<file path="src/rtl/clk_div_multi_if.sv">
// Bundles the per-channel control and status signals of the multi-channel
// clock divider. The slave side is the divider. The master side drives
// enables, the sync strobe and divisor loads.
interface clk_div_multi_if #(
    parameter int N_CH  = 2,
    parameter int WIDTH = 26
);
    logic [N_CH-1:0]       en;
    logic                  sync;
    logic [N_CH-1:0]       load;
    logic [N_CH*WIDTH-1:0] div_in;
    logic [N_CH-1:0]       clk_out;
    logic [N_CH-1:0]       tick;
    logic [N_CH-1:0]       pend;

    modport master (
        output en, sync, load, div_in,
        input  clk_out, tick, pend
    );

    modport slave (
        input  en, sync, load, div_in,
        output clk_out, tick, pend
    );
endinterface

</file>
<file path="src/rtl/clk_div_multi.sv">
// Multi-channel programmable clock divider.
// Each channel counts 0..k and toggles a 50% square wave at every terminal
// count. A one-cycle tick marks each terminal. A divisor loaded mid-period
// is held pending and takes over only at the next period boundary, so the
// output never produces a runt pulse. A global sync restarts every channel
// from the same phase.
module clk_div_multi #(
    parameter int N_CH        = 2,
    parameter int WIDTH       = 26,
    parameter int DEFAULT_DIV = 10000000
) (
    input logic            clk,
    input logic            rst,
    clk_div_multi_if.slave bus
);

    localparam logic [WIDTH-1:0] DEFAULT_K = WIDTH'(DEFAULT_DIV);

    // Per-channel state
    logic [WIDTH-1:0] cnt_q     [N_CH];
    logic [WIDTH-1:0] cnt_d     [N_CH];
    logic [WIDTH-1:0] div_act_q [N_CH];
    logic [WIDTH-1:0] div_act_d [N_CH];
    logic [WIDTH-1:0] div_pnd_q [N_CH];
    logic [WIDTH-1:0] div_pnd_d [N_CH];
    logic [N_CH-1:0]  pend_q,    pend_d;
    logic [N_CH-1:0]  clk_out_q, clk_out_d;
    logic [N_CH-1:0]  tick_q,    tick_d;

    // Per-channel decode of the inputs and current count
    logic [WIDTH-1:0] load_val  [N_CH];
    logic [N_CH-1:0]  restart;
    logic [N_CH-1:0]  terminal;

    for (genvar g = 0; g < N_CH; g++) begin : g_ch
        assign load_val[g] = bus.div_in[g*WIDTH +: WIDTH];
        // A sync or a disabled channel forces a fresh period from phase zero.
        assign restart[g]  = bus.sync | ~bus.en[g];
        // Equality is enough: cnt never exceeds div_act, because a smaller
        // divisor only becomes active while cnt is being cleared.
        assign terminal[g] = (cnt_q[g] == div_act_q[g]);
    end

    // Next-state for each channel: restart, terminal count, or plain count.
    always_comb begin
        for (int i = 0; i < N_CH; i++) begin
            // NOTE: every variable gets a default before any branch, so no
            // path leaves one unassigned and no latch is inferred.
            cnt_d[i]     = cnt_q[i];
            div_act_d[i] = div_act_q[i];
            div_pnd_d[i] = div_pnd_q[i];
            pend_d[i]    = pend_q[i];
            clk_out_d[i] = clk_out_q[i];
            tick_d[i]    = 1'b0;

            if (restart[i] || terminal[i]) begin
                // Period boundary: start a new period and switch divisors.
                cnt_d[i]     = '0;
                clk_out_d[i] = restart[i] ? 1'b0 : ~clk_out_q[i];
                tick_d[i]    = ~restart[i];
                // A load landing on the boundary goes straight to the
                // active divisor and beats an older pending value.
                if (bus.load[i]) begin
                    div_act_d[i] = load_val[i];
                end else if (pend_q[i]) begin
                    div_act_d[i] = div_pnd_q[i];
                end
                pend_d[i]    = 1'b0;
            end else begin
                cnt_d[i] = cnt_q[i] + WIDTH'(1);
                // Mid-period load waits for the boundary; the last one wins.
                if (bus.load[i]) begin
                    div_pnd_d[i] = load_val[i];
                    pend_d[i]    = 1'b1;
                end
            end
        end
    end

    // State registers with synchronous active-high reset.
    always_ff @(posedge clk) begin
        if (rst) begin
            // NOTE: the per-channel arrays are ordinary flops, not RAM, so
            // every element is reset; a reset mid-period leaves no partial pulse.
            for (int i = 0; i < N_CH; i++) begin
                cnt_q[i]     <= '0;
                div_act_q[i] <= DEFAULT_K;
                div_pnd_q[i] <= '0;
            end
            pend_q    <= '0;
            clk_out_q <= '0;
            tick_q    <= '0;
        end else begin
            // NOTE: non-blocking assignments so every flop samples the
            // values from before this edge.
            cnt_q     <= cnt_d;
            div_act_q <= div_act_d;
            div_pnd_q <= div_pnd_d;
            pend_q    <= pend_d;
            clk_out_q <= clk_out_d;
            tick_q    <= tick_d;
        end
    end

    assign bus.clk_out = clk_out_q;
    assign bus.tick    = tick_q;
    assign bus.pend    = pend_q;

endmodule

</file>
<file path="src/flat_wrapper.sv">
// flat-port wrapper written by rule: the top's interface ports become plain ports
module clk_div_multi_flat 
#(
    parameter int N_CH        = 2,
    parameter int WIDTH       = 26,
    parameter int DEFAULT_DIV = 10000000
)
  (clk, rst, bus_en, bus_sync, bus_load, bus_div_in, bus_clk_out, bus_tick, bus_pend);
  clk_div_multi_if #(.N_CH(N_CH), .WIDTH(WIDTH)) bus_i ();
  input logic clk;
  input logic rst;
  input wire logic [$bits(bus_i.en)-1:0] bus_en;
  input wire logic [$bits(bus_i.sync)-1:0] bus_sync;
  input wire logic [$bits(bus_i.load)-1:0] bus_load;
  input wire logic [$bits(bus_i.div_in)-1:0] bus_div_in;
  output wire logic [$bits(bus_i.clk_out)-1:0] bus_clk_out;
  output wire logic [$bits(bus_i.tick)-1:0] bus_tick;
  output wire logic [$bits(bus_i.pend)-1:0] bus_pend;
  assign bus_i.en = bus_en;
  assign bus_i.sync = bus_sync;
  assign bus_i.load = bus_load;
  assign bus_i.div_in = bus_div_in;
  assign bus_clk_out = bus_i.clk_out;
  assign bus_tick = bus_i.tick;
  assign bus_pend = bus_i.pend;
  clk_div_multi #(.N_CH(N_CH), .WIDTH(WIDTH), .DEFAULT_DIV(DEFAULT_DIV)) u_core (.clk(clk), .rst(rst), .bus(bus_i));
endmodule
</file>
<file path="config.mk">
export PLATFORM = sky130hd
export DESIGN_NAME = clk_div_multi_flat
export DESIGN_NICKNAME = d
export VERILOG_FILES = /design/src/rtl/clk_div_multi_if.sv /design/src/rtl/clk_div_multi.sv /design/src/flat_wrapper.sv
export SDC_FILE = /design/constraint.sdc
export NUM_CORES = 1
export LEC_CHECK = 0
export ABC_AREA = 1
export ABC_CLOCK_PERIOD_IN_PS = 2450
export CAP_MARGIN = 20
export CORE_ASPECT_RATIO = 0.75
export CORE_MARGIN = 1.5
export CORE_UTILIZATION = 35
export CTS_CLUSTER_SIZE = 25
export DETAILED_ROUTE_END_ITERATION = 8
export SYNTH_ARGS = -nofsm -noshare
export SYNTH_HDL_FRONTEND = slang
export SYNTH_SLANG_ARGS = --single-unit
</file>
<file path="constraint.sdc">
create_clock -name clk -period 2.45 [get_ports clk]
set_input_delay 0.245 -clock clk [delete_from_list [all_inputs] [get_ports clk]]
set_output_delay 0.245 -clock clk [all_outputs]
set_load 0.01 [all_outputs]
</file>
## Word level (Yosys, flattened, before mapping)

Index checks and enable logic that the tools add are counted.

| word-level totals | value |
|---|---|
| register bits after elaboration | 162 |
| input bits | 59 |
| output and inout port bits | 6 |

| cells by class | value |
|---|---|
| add/sub/neg operators | 2 |
| equality and inequality tests | 2 |
| multiplexer cells | 6 |
| bitwise gates (word level) | 10 |
| reductions and logical operators | 12 |

Operator list:

| cell | number |
|---|---|
| $mux W26 | 4 |
| $add A26 B1 Y26 const B | 2 |
| $eq A26 B26 Y1 | 2 |
| $not A1 Y1 | 8 |
| $reduce_and A2 Y1 | 4 |
| $reduce_or A2 Y1 | 4 |
| $reduce_bool A2 Y1 | 2 |
| $logic_or A1 B1 Y1 | 2 |
| $mux W1 | 2 |
| $or A1 B1 Y1 | 2 |

## Longest topological paths before layout

Gate-level depths: netlist of run 1.

| logic depth | value |
|---|---|
| depth after elaboration | 5 |
| mapped depth | 14 |

## Worst setup path before layout of run 1

OpenSTA, ideal clock, no wires.

| timing | value |
|---|---|
| path type | reg-to-reg |
| start | register u_core.cnt_q[0] (netlist name) |
| end | register u_core.cnt_q[22] (netlist name) |
| data arrival time | 1528 ps |
| data required time | 2333 ps |
| path slack | 805 ps |
| stages on the path, launching flop included | 11 |
| buffers on the path | 0 |
| period minus slack after synthesis | 1645 ps |
| path through | dfxtp_1 -> ha_1 -> nand3_1 -> nor2_1 -> nand2_1 -> nor2_1 -> nand4_1 -> inv_1 -> nand3_1 -> nand2_1 -> nor2_1 |

| on the way | value |
|---|---|
| word-level cells in the longest chain between the ends | 3 |
| elaborated cells between the ends (all ways) | 4 |
| those cells by class | 1 x add/sub; 1 x eq/ne; 2 x reduce/logical |

Ends and longest elaborated chain:

| what | line | source |
|---|---|---|
| start, declared | clk_div_multi.sv:20 | `logic [WIDTH-1:0] cnt_q [N_CH];` |
| start signal, assigned | clk_div_multi.sv:96 | `cnt_q <= cnt_d;` |
| parallel branches: the longest is 3 deep, another holds $add A26 B1 Y26 | n/a |  |

Parallel ways; which one is timed is not known.
A chain may end at the register's enable or synchronous reset.

## Worst setup path after layout of run 1

| timing | value |
|---|---|
| start | register u_core.cnt_q[32] (netlist name) |
| end | register u_core.div_act_q[34] (netlist name) |

| on the way | value |
|---|---|
| word-level cells in the longest chain between the ends | 3 |

Ends and longest elaborated chain:

| what | line | source |
|---|---|---|
| $eq A26 B26 Y1 | clk_div_multi.sv:41 | `assign terminal[g] = (cnt_q[g] == div_act_q[g]);` |
| $logic_or A1 B1 Y1 | clk_div_multi.sv:56 | `if (restart[i] \|\| terminal[i]) begin` |
| $reduce_and A2 Y1 (no source line) | n/a |  |
| end signal, assigned | clk_div_multi.sv:97 | `div_act_q <= div_act_d;` |
| end, declared | clk_div_multi.sv:22 | `logic [WIDTH-1:0] div_act_q [N_CH];` |

Every way passes these cells.

==> results of run 1 <==
==> final cells by class <==
type	count	area, um^2	area share
clock buffers	21	470	0.0487
clock inverters	11	153	0.0158
inverters	155	582	0.0602
multi-input cells	924	4090	0.423
flip-flops and latches	162	3240	0.336
well taps	300	375	0.0389
repair buffers	77	753	0.0780
==> registers in the layout, summed over array words and instances (netlist names) <==
| name | cells |
|---|---|
| u_core.bus.clk_out | 2 |
| u_core.cnt_q | 52 |
| u_core.bus.pend | 2 |
| u_core.div_pnd_q | 52 |
| u_core.bus.tick | 2 |
| u_core.div_act_q | 52 |
==> timing repair <==
action                                  CTS  global route
hold buffers                              0             0
resized for setup                         0             2
endpoints found under the setup margin    0            26
==> synthesized netlist by cell type <==
| cell type | number |
|---|---|
| nand2_1 | 441 |
| nor2_1 | 237 |
| dfxtp_1 | 162 |
| inv_1 | 148 |
| nand3_1 | 53 |
| o21ai_0 | 43 |
| a21oi_1 | 32 |
| xor2_1 | 30 |
| nand4_1 | 28 |
| nor3_1 | 24 |
| clkbuf_1 | 16 |
| buf_2 | 14 |
| buf_1 | 8 |
| buf_4 | 6 |
| nand3_2 | 6 |
| buf_6 | 5 |
| inv_2 | 5 |
| xnor2_1 | 5 |
| nand2_4 | 3 |
| nor3b_1 | 3 |
| a31oi_1 | 2 |
| clkinv_1 | 2 |
| ha_1 | 2 |
| nand2_2 | 2 |
| nand3_4 | 2 |
| nor4_1 | 2 |
| o21ai_1 | 2 |
| or2_2 | 2 |
| nand3b_1 | 1 |
| nor2_2 | 1 |
| nor3_2 | 1 |
| nor3b_2 | 1 |
| nor4b_1 | 1 |
==> metal layers <==
layer | vias up | GRT usage | wire length (um)
li1 | 4035 | - | -
met1 | 3325 | 0.279 | 11500
met2 | 183 | 0.232 | 7580
met3 | 14 | 0.0342 | 1080
met4 | 0 | 0.0413 | 185
met5 | - | 0 | 0
==> kinds of logic (layout without fill, tap and decap cells) <==
kind of cell / Yosys count / count (layout) / share of synthesized area
xor gates and xnor gates: 35 / 35 / 0.0376
buffers and inverters: 204 / 264 / 0.103
AOI/OAI and AO/OA: 79 / 79 / 0.0488
DFF: 162 / 162 / 0.398
adders and majority gates: 2 / 2 / 0.00307
and+or+nand+nor: 808 / 808 / 0.409
==> path summary, 6_finish.rpt <==
kind                                       end  slack, ns  depth (start not counted)
max          u_core.div_act_q[34]$_SDFFE_PP0P_       0.32                         11
min            u_core.bus.pend[0]$_SDFFE_PP0P_       0.26                          3
max reg2reg  u_core.div_act_q[34]$_SDFFE_PP0P_       0.32                         11
min reg2reg   u_core.div_pnd_q[9]$_SDFFE_PP0P_       0.46                          2
==> layout by cell type, fill, tap and decap left out, types with 3 or more instances in the layout <==
master,netlist,routed
nand3_4,2,3
clkdlybuf4s50_1,0,62
xor2_1,30,30
nand3_1,53,53
nor3_1,24,24
nand2_1,441,441
xnor2_1,5,5
nand4_1,28,28
o21ai_0,43,43
clkbuf_8,0,3
buf_4,6,11
nand3_2,6,5
nor3b_1,3,3
clkinvlp_4,0,6
nor2_1,237,237
a21oi_1,32,32
clkbuf_16,0,17
dfxtp_1,162,162
inv_1,148,147
inv_2,5,6
bufinv_16,0,3
==> power breakdown <==
group	total [W]	switching (W)	internal [W]
Sequential	0.00282	0.0000666	0.00275
Combinational	0.000680	0.000409	0.000272
Clock	0.00282	0.00113	0.00169
==> metrics by stage <==
step	total power, W	hold slack (ns)
floorplan	0.00331	0.380
global placement	0.00354	0.450
detailed placement	0.00355	0.453
CTS	0.00637	0.239
global route	0.00659	0.294
finish	0.00631	0.258
==> critical path, cell delays in order, from the launching register on <==
cell	delay [ns]
dfxtp_1	0.36
inv_1	0.11
nand2_1	0.08
nand2_1	0.05
nor2_1	0.17
nand3_1	0.11
nor2_2	0.10
nand3_2	0.25
nand2_2	0.18
nand2_4	0.26
nor2_1	0.24
nor2_1	0.07
==> out/metrics.cfg, run 1 <==
[critical_path]
r2r-start=u_core.cnt_q[32]$_SDFF_PP0_
start_kind=flip-flop
arrival_ns=2.44
crit_type=reg2reg
cp_max_fo=44
startpoint=u_core.cnt_q[32]$_SDFF_PP0_
worst_setup_path_end_kind=flip-flop
crit_required_ns=2.76

[timing]
finClkSkew_ns=0.00990
worstMarginPinSlew_ns=0.519
slew_viol_final=0
tns_ns=0
fmax_mhz=470
hold_violations=0
worst_slack_ns=0.321
grt_setup_unrepaired=no
relSlewSlack=0.652
fin_crit_ns=2.13
setup_viol=0
period_share=0.869

[routing]
dr.pass1.iters=5
routed_wl_um=20300
avgViaCountPerCell=4.58
drt-initial-drc-count=524
avgRoutedWirePerCell_um=12.3
drc=0
final_antenna_net_count=0
vias=7557

[synthesis]
yosys.area.top_type_share=0.398
netlist_area_mm2=0.00816
yosysUniqueCellTypes=33
synth-seq-cells=162
syn_nets=1351
synth-seq-area-share=0.398
synthTopCellsByArea=dfxtp_1, nand2_1, nor2_1, inv_1, nand3_1
syn_inst=1290
synth_top_area_cell=dfxtp_1
ys_warn_count=0
avgSynthCellArea_um2=6.32

[place]
post-place-ws_ns=0.115
place_congestion=0.854
place_inst=1618
place_area_mm2=0.00902
io_buffers=64
dpl.hpwl_um=14200

[floorplanning]
ios=65
fp.dieArea_mm2=0.0242
initial_core_util=0.355
die_y_um=135
die_w_um=179
num_rows=48
core_region_area_mm2=0.0229

[clock_network]
clockBufferDepth=2
cts_buffers=17
clk_pin_slew_worst_paths_ns=0.07
clk_root_buffer_cell=clkbuf_16
post_cts_buffers=0
clock_sinks=162
cts-htree-levels=4
clk_latency_ns=0.43
cts_tree=yes

[global_route]
grt_pass1_vias=6649
antenna_found_initial=0
track_usage=0.174
grt_pass1_wl_um=33400
grt_max_degree=54
grt_overflow=0

[job]
maxCapViolCount=0

[finish]
antenna_cells=0
fin_area_mm2=0.00966
nets=1398
instances_no_fill=1650
utilization=0.421
syn_to_final_growth_pct=18.5
drive_above_1_share=0.0519
fillers=2409

[hold_path]
hp-class=in2reg
min-delay-start=bus_load[0]

[power_and_ir_drop]
max-vdd-ir-drop_mv=0.414
p_leak_nw=4.37
p_per_area_mw_per_mm2=653

[run_status]
status=complete, no violations

Power figures use the tool's default switching activity.
==> run 2: changes to the inputs <==
--- a/config.mk
+++ b/config.mk
@@ -10,9 +10,10 @@
 export CAP_MARGIN = 20
 export CORE_ASPECT_RATIO = 0.75
 export CORE_MARGIN = 1.5
-export CORE_UTILIZATION = 35
+export CORE_UTILIZATION = 30
 export CTS_CLUSTER_SIZE = 25
 export DETAILED_ROUTE_END_ITERATION = 8
+export PLACE_DENSITY = 0.43
 export SYNTH_ARGS = -nofsm -noshare
 export SYNTH_HDL_FRONTEND = slang
 export SYNTH_SLANG_ARGS = --single-unit
==> constraint.sdc (replaced) <==
create_clock -name clk -period 2.45 [get_ports clk]
set_input_delay 0.245 -clock clk [delete_from_list [all_inputs] [get_ports clk]]
set_output_delay 0.245 -clock clk [all_outputs]
set_load 0.02 [all_outputs]
==> out/metrics.cfg, run 2 (synthesis results as in run 1) <==
[finish]
multi_input_area_mm2=0.00407  ; was 0.00409 mm^2
instances_no_fill=1712  ; was 1,650
top_regs=u_core.cnt_q (52), u_core.div_act_q (52), u_core.div_pnd_q (52)  ; unchanged
seqCellArea_mm2=0.00324  ; unchanged
syn_to_final_growth_pct=20.3  ; was 18.5%
antenna_cells=0  ; unchanged
utilization=0.365  ; was 0.421
layout_common_cells=nand2_1, nor2_1, dfxtp_1, inv_1, clkdlybuf4s50_1  ; unchanged
final_common_cell=nand2_1  ; unchanged
drive_above_1_share=0.0588  ; was 0.0519
fillers=2940  ; was 2,409
nets=1409  ; was 1,398

[run_status]
status=complete, but fails checks  ; was complete, no violations
violations=DRC

[place]
place_inst=1680  ; was 1,618
io_buffers=64  ; unchanged
place_congestion=0.801  ; was 0.854
post-place-ws_ns=0.297  ; was 0.115 ns
dpl.hpwl_um=16000  ; was 14,200 um

[clock_network]
clk_pin_slew_worst_paths_ns=0.07  ; about the same
clk_root_buffer_cell=clkbuf_16  ; unchanged
clk_latency_ns=0.43  ; about the same
cts-htree-levels=4  ; unchanged
cts_buffers=17  ; unchanged
clockBufferDepth=2  ; unchanged
cts_tree=yes  ; unchanged
clock_sinks=162  ; unchanged
post_cts_buffers=0  ; unchanged
cts_hold_buf=0  ; unchanged
post_cts_resized=0  ; unchanged

[routing]
avgViaCountPerCell=4.34  ; was 4.58
vias=7426  ; was 7,557
dr.pass1.iters=7  ; was 5
met3_length_um=913  ; was 1080 um
dr.max_layer_used=met4  ; unchanged
routed_wl_um=22000  ; was 20,300 um
avgRoutedWirePerCell_um=12.8  ; was 12.3 um
dr_wl_met2_um=7700  ; was 7580 um
wl_met1_um=13200  ; was 11,500 um
drc=4  ; was 0
drt-initial-drc-count=592  ; was 524
final_antenna_net_count=0  ; unchanged

[global_route]
track_usage=0.161  ; was 0.174
grt_max_degree=54  ; unchanged
grt_pass1_vias=6517  ; was 6,649
grt_pass1_wl_um=35800  ; was 33,400 um
grt_overflow=0  ; unchanged
antenna_found_initial=0  ; unchanged

[floorplanning]
initial_core_util=0.304  ; was 0.355
ios=65  ; unchanged
die_w_um=193  ; was 179 um
num_rows=52  ; was 48
fp.dieArea_mm2=0.0282  ; was 0.0242 mm^2
die_y_um=146  ; was 135 um
core_region_area_mm2=0.0269  ; was 0.0229 mm^2

[timing]
relSlewSlack=0.595  ; was 0.652
grt_setup_unrepaired=no  ; unchanged
worstMarginPinSlew_ns=0.602  ; was 0.519 ns
fin_crit_ns=2.09  ; was 2.13 ns
period_share=0.851  ; was 0.869
setup_viol=0  ; unchanged
worst_slack_ns=0.364  ; was 0.321 ns
finClkSkew_ns=0.0113  ; was 0.00990 ns
tns_ns=0  ; unchanged
slew_viol_final=0  ; unchanged
hold_violations=0  ; unchanged
fmax_mhz=479  ; was 470 MHz

[power_and_ir_drop]
max-vdd-ir-drop_mv=0.490  ; was 0.414 mV
switching_share=0.255  ; was 0.254
p_per_area_mw_per_mm2=653  ; about the same
p_switching_w=0.00164  ; was 0.00160 W
combPwrFrac=0.109  ; was 0.108
p_clk_frac=0.452  ; was 0.446
p_seq_frac=0.439  ; was 0.446
p_leak_nw=4.44  ; was 4.37 nW
internal-power_w=0.00477  ; was 0.00471 W

[critical_path]
path_cells=inv_2 > nand2_1 > nand2_1 > a21oi_1 > nand2_1 > nor2_1 > nand3_2 > nand2_4 > nand2_4 > nor2_1 > nor2_1  ; was inv_1 > nand2_1 > nand2_1 > nor2_1 > nand3_1 > nor2_2 > nand3_2 > nand2_2 > nand2_4 > nor2_1 > nor2_1
cp_slowest_stage_delay_ns=0.46  ; was 0.36 ns
worst_setup_path_end_kind=flip-flop  ; unchanged
cp_slowest_cell=dfxtp_1  ; unchanged
crit_type=reg2reg  ; unchanged
cp_max_fo=44  ; unchanged
crit_required_ns=2.77  ; was 2.76 ns
arrival_ns=2.41  ; was 2.44 ns
start_kind=flip-flop  ; unchanged

[job]
maxCapViolCount=0  ; unchanged

[hold_path]
hp-class=in2reg  ; unchanged

## run 2: changes by cell type in the layout (fill, tap and decap cells not counted), sizes merged
cell,change
buf,+11
bufinv,+1
clkbuf,-1
clkinv,+4
clkinvlp,-4
## run 2: path summary, 6_finish.rpt
check                                                       start                                end  slack (ns)  depth (start not counted)
worst max-delay path                   u_core.cnt_q[2]$_SDFF_PP0_   u_core.div_act_q[8]$_SDFFE_PP0P_        0.36                         11
worst max register to register         u_core.cnt_q[2]$_SDFF_PP0_   u_core.div_act_q[8]$_SDFFE_PP0P_        0.36                         11
worst min-delay path                                  bus_load[0]    u_core.bus.pend[0]$_SDFFE_PP0P_        0.26                          4
worst min register to register  u_core.div_pnd_q[45]$_SDFFE_PP0P_  u_core.div_pnd_q[45]$_SDFFE_PP0P_        0.46                          2
## run 2: per-stage QoR
stage | total power (W) | hold WS [ns] | cell area (um^2)
floorplan | 0.00331 | 0.380 | 8160
global placement | 0.00358 | 0.450 | 9180
detailed placement | 0.00358 | 0.454 | 9180
CTS | 0.00651 | 0.244 | 9810
global route | 0.00673 | 0.282 | 9810
finish | 0.00641 | 0.256 | 9810
## run 2: per-layer routing
layer | vias up | GRT usage
li1 | 4066 | -
met1 | 3216 | 0.269
met2 | 133 | 0.200
met3 | 11 | 0.0304
met4 | 0 | 0.0390
met5 | - | 0
## run 2: power groups by stage
| stage | logic (W) | registers (W) | clock network [W] |
|---|---|---|---|
| after floorplan | 0.000452 | 0.00286 | 0 |
| after global placement | 0.000703 | 0.00288 | 0 |
| after detailed placement | 0.000703 | 0.00287 | 0 |
| after CTS | 0.000707 | 0.00281 | 0.00299 |
| after global routing | 0.000808 | 0.00283 | 0.00309 |
| final | 0.000697 | 0.00282 | 0.00289 |
## run 2: layout make-up
type | count | share of cell area
Sequential cell | 162 | 0.331
Clock buffer | 20 | 0.0455
Clock inverter | 12 | 0.0184
Multi-Input combinational cell | 924 | 0.415
Inverter | 155 | 0.0594
Tap cell | 351 | 0.0448
Timing Repair Buffer | 88 | 0.0865
## run 2: worst max-delay path: cells and delay by family, from the launching register on
family	cells	cell delay, ns
and+or+nand+nor	9	1.34
DFF	1	0.46
AOI/OAI and AO/OA	1	0.11
buffers and inverters	1	0.04
==> run 3: changes to the inputs <==
--- a/config.mk
+++ b/config.mk
@@ -11,6 +11,7 @@
 export CORE_ASPECT_RATIO = 0.75
 export CORE_MARGIN = 1.5
 export CORE_UTILIZATION = 30
+export CTS_CLUSTER_DIAMETER = 50
 export CTS_CLUSTER_SIZE = 25
 export DETAILED_ROUTE_END_ITERATION = 8
 export PLACE_DENSITY = 0.43
==> results of run 3 <==
Same layout as run 2: the final DEF is identical, and so are final timing and power.
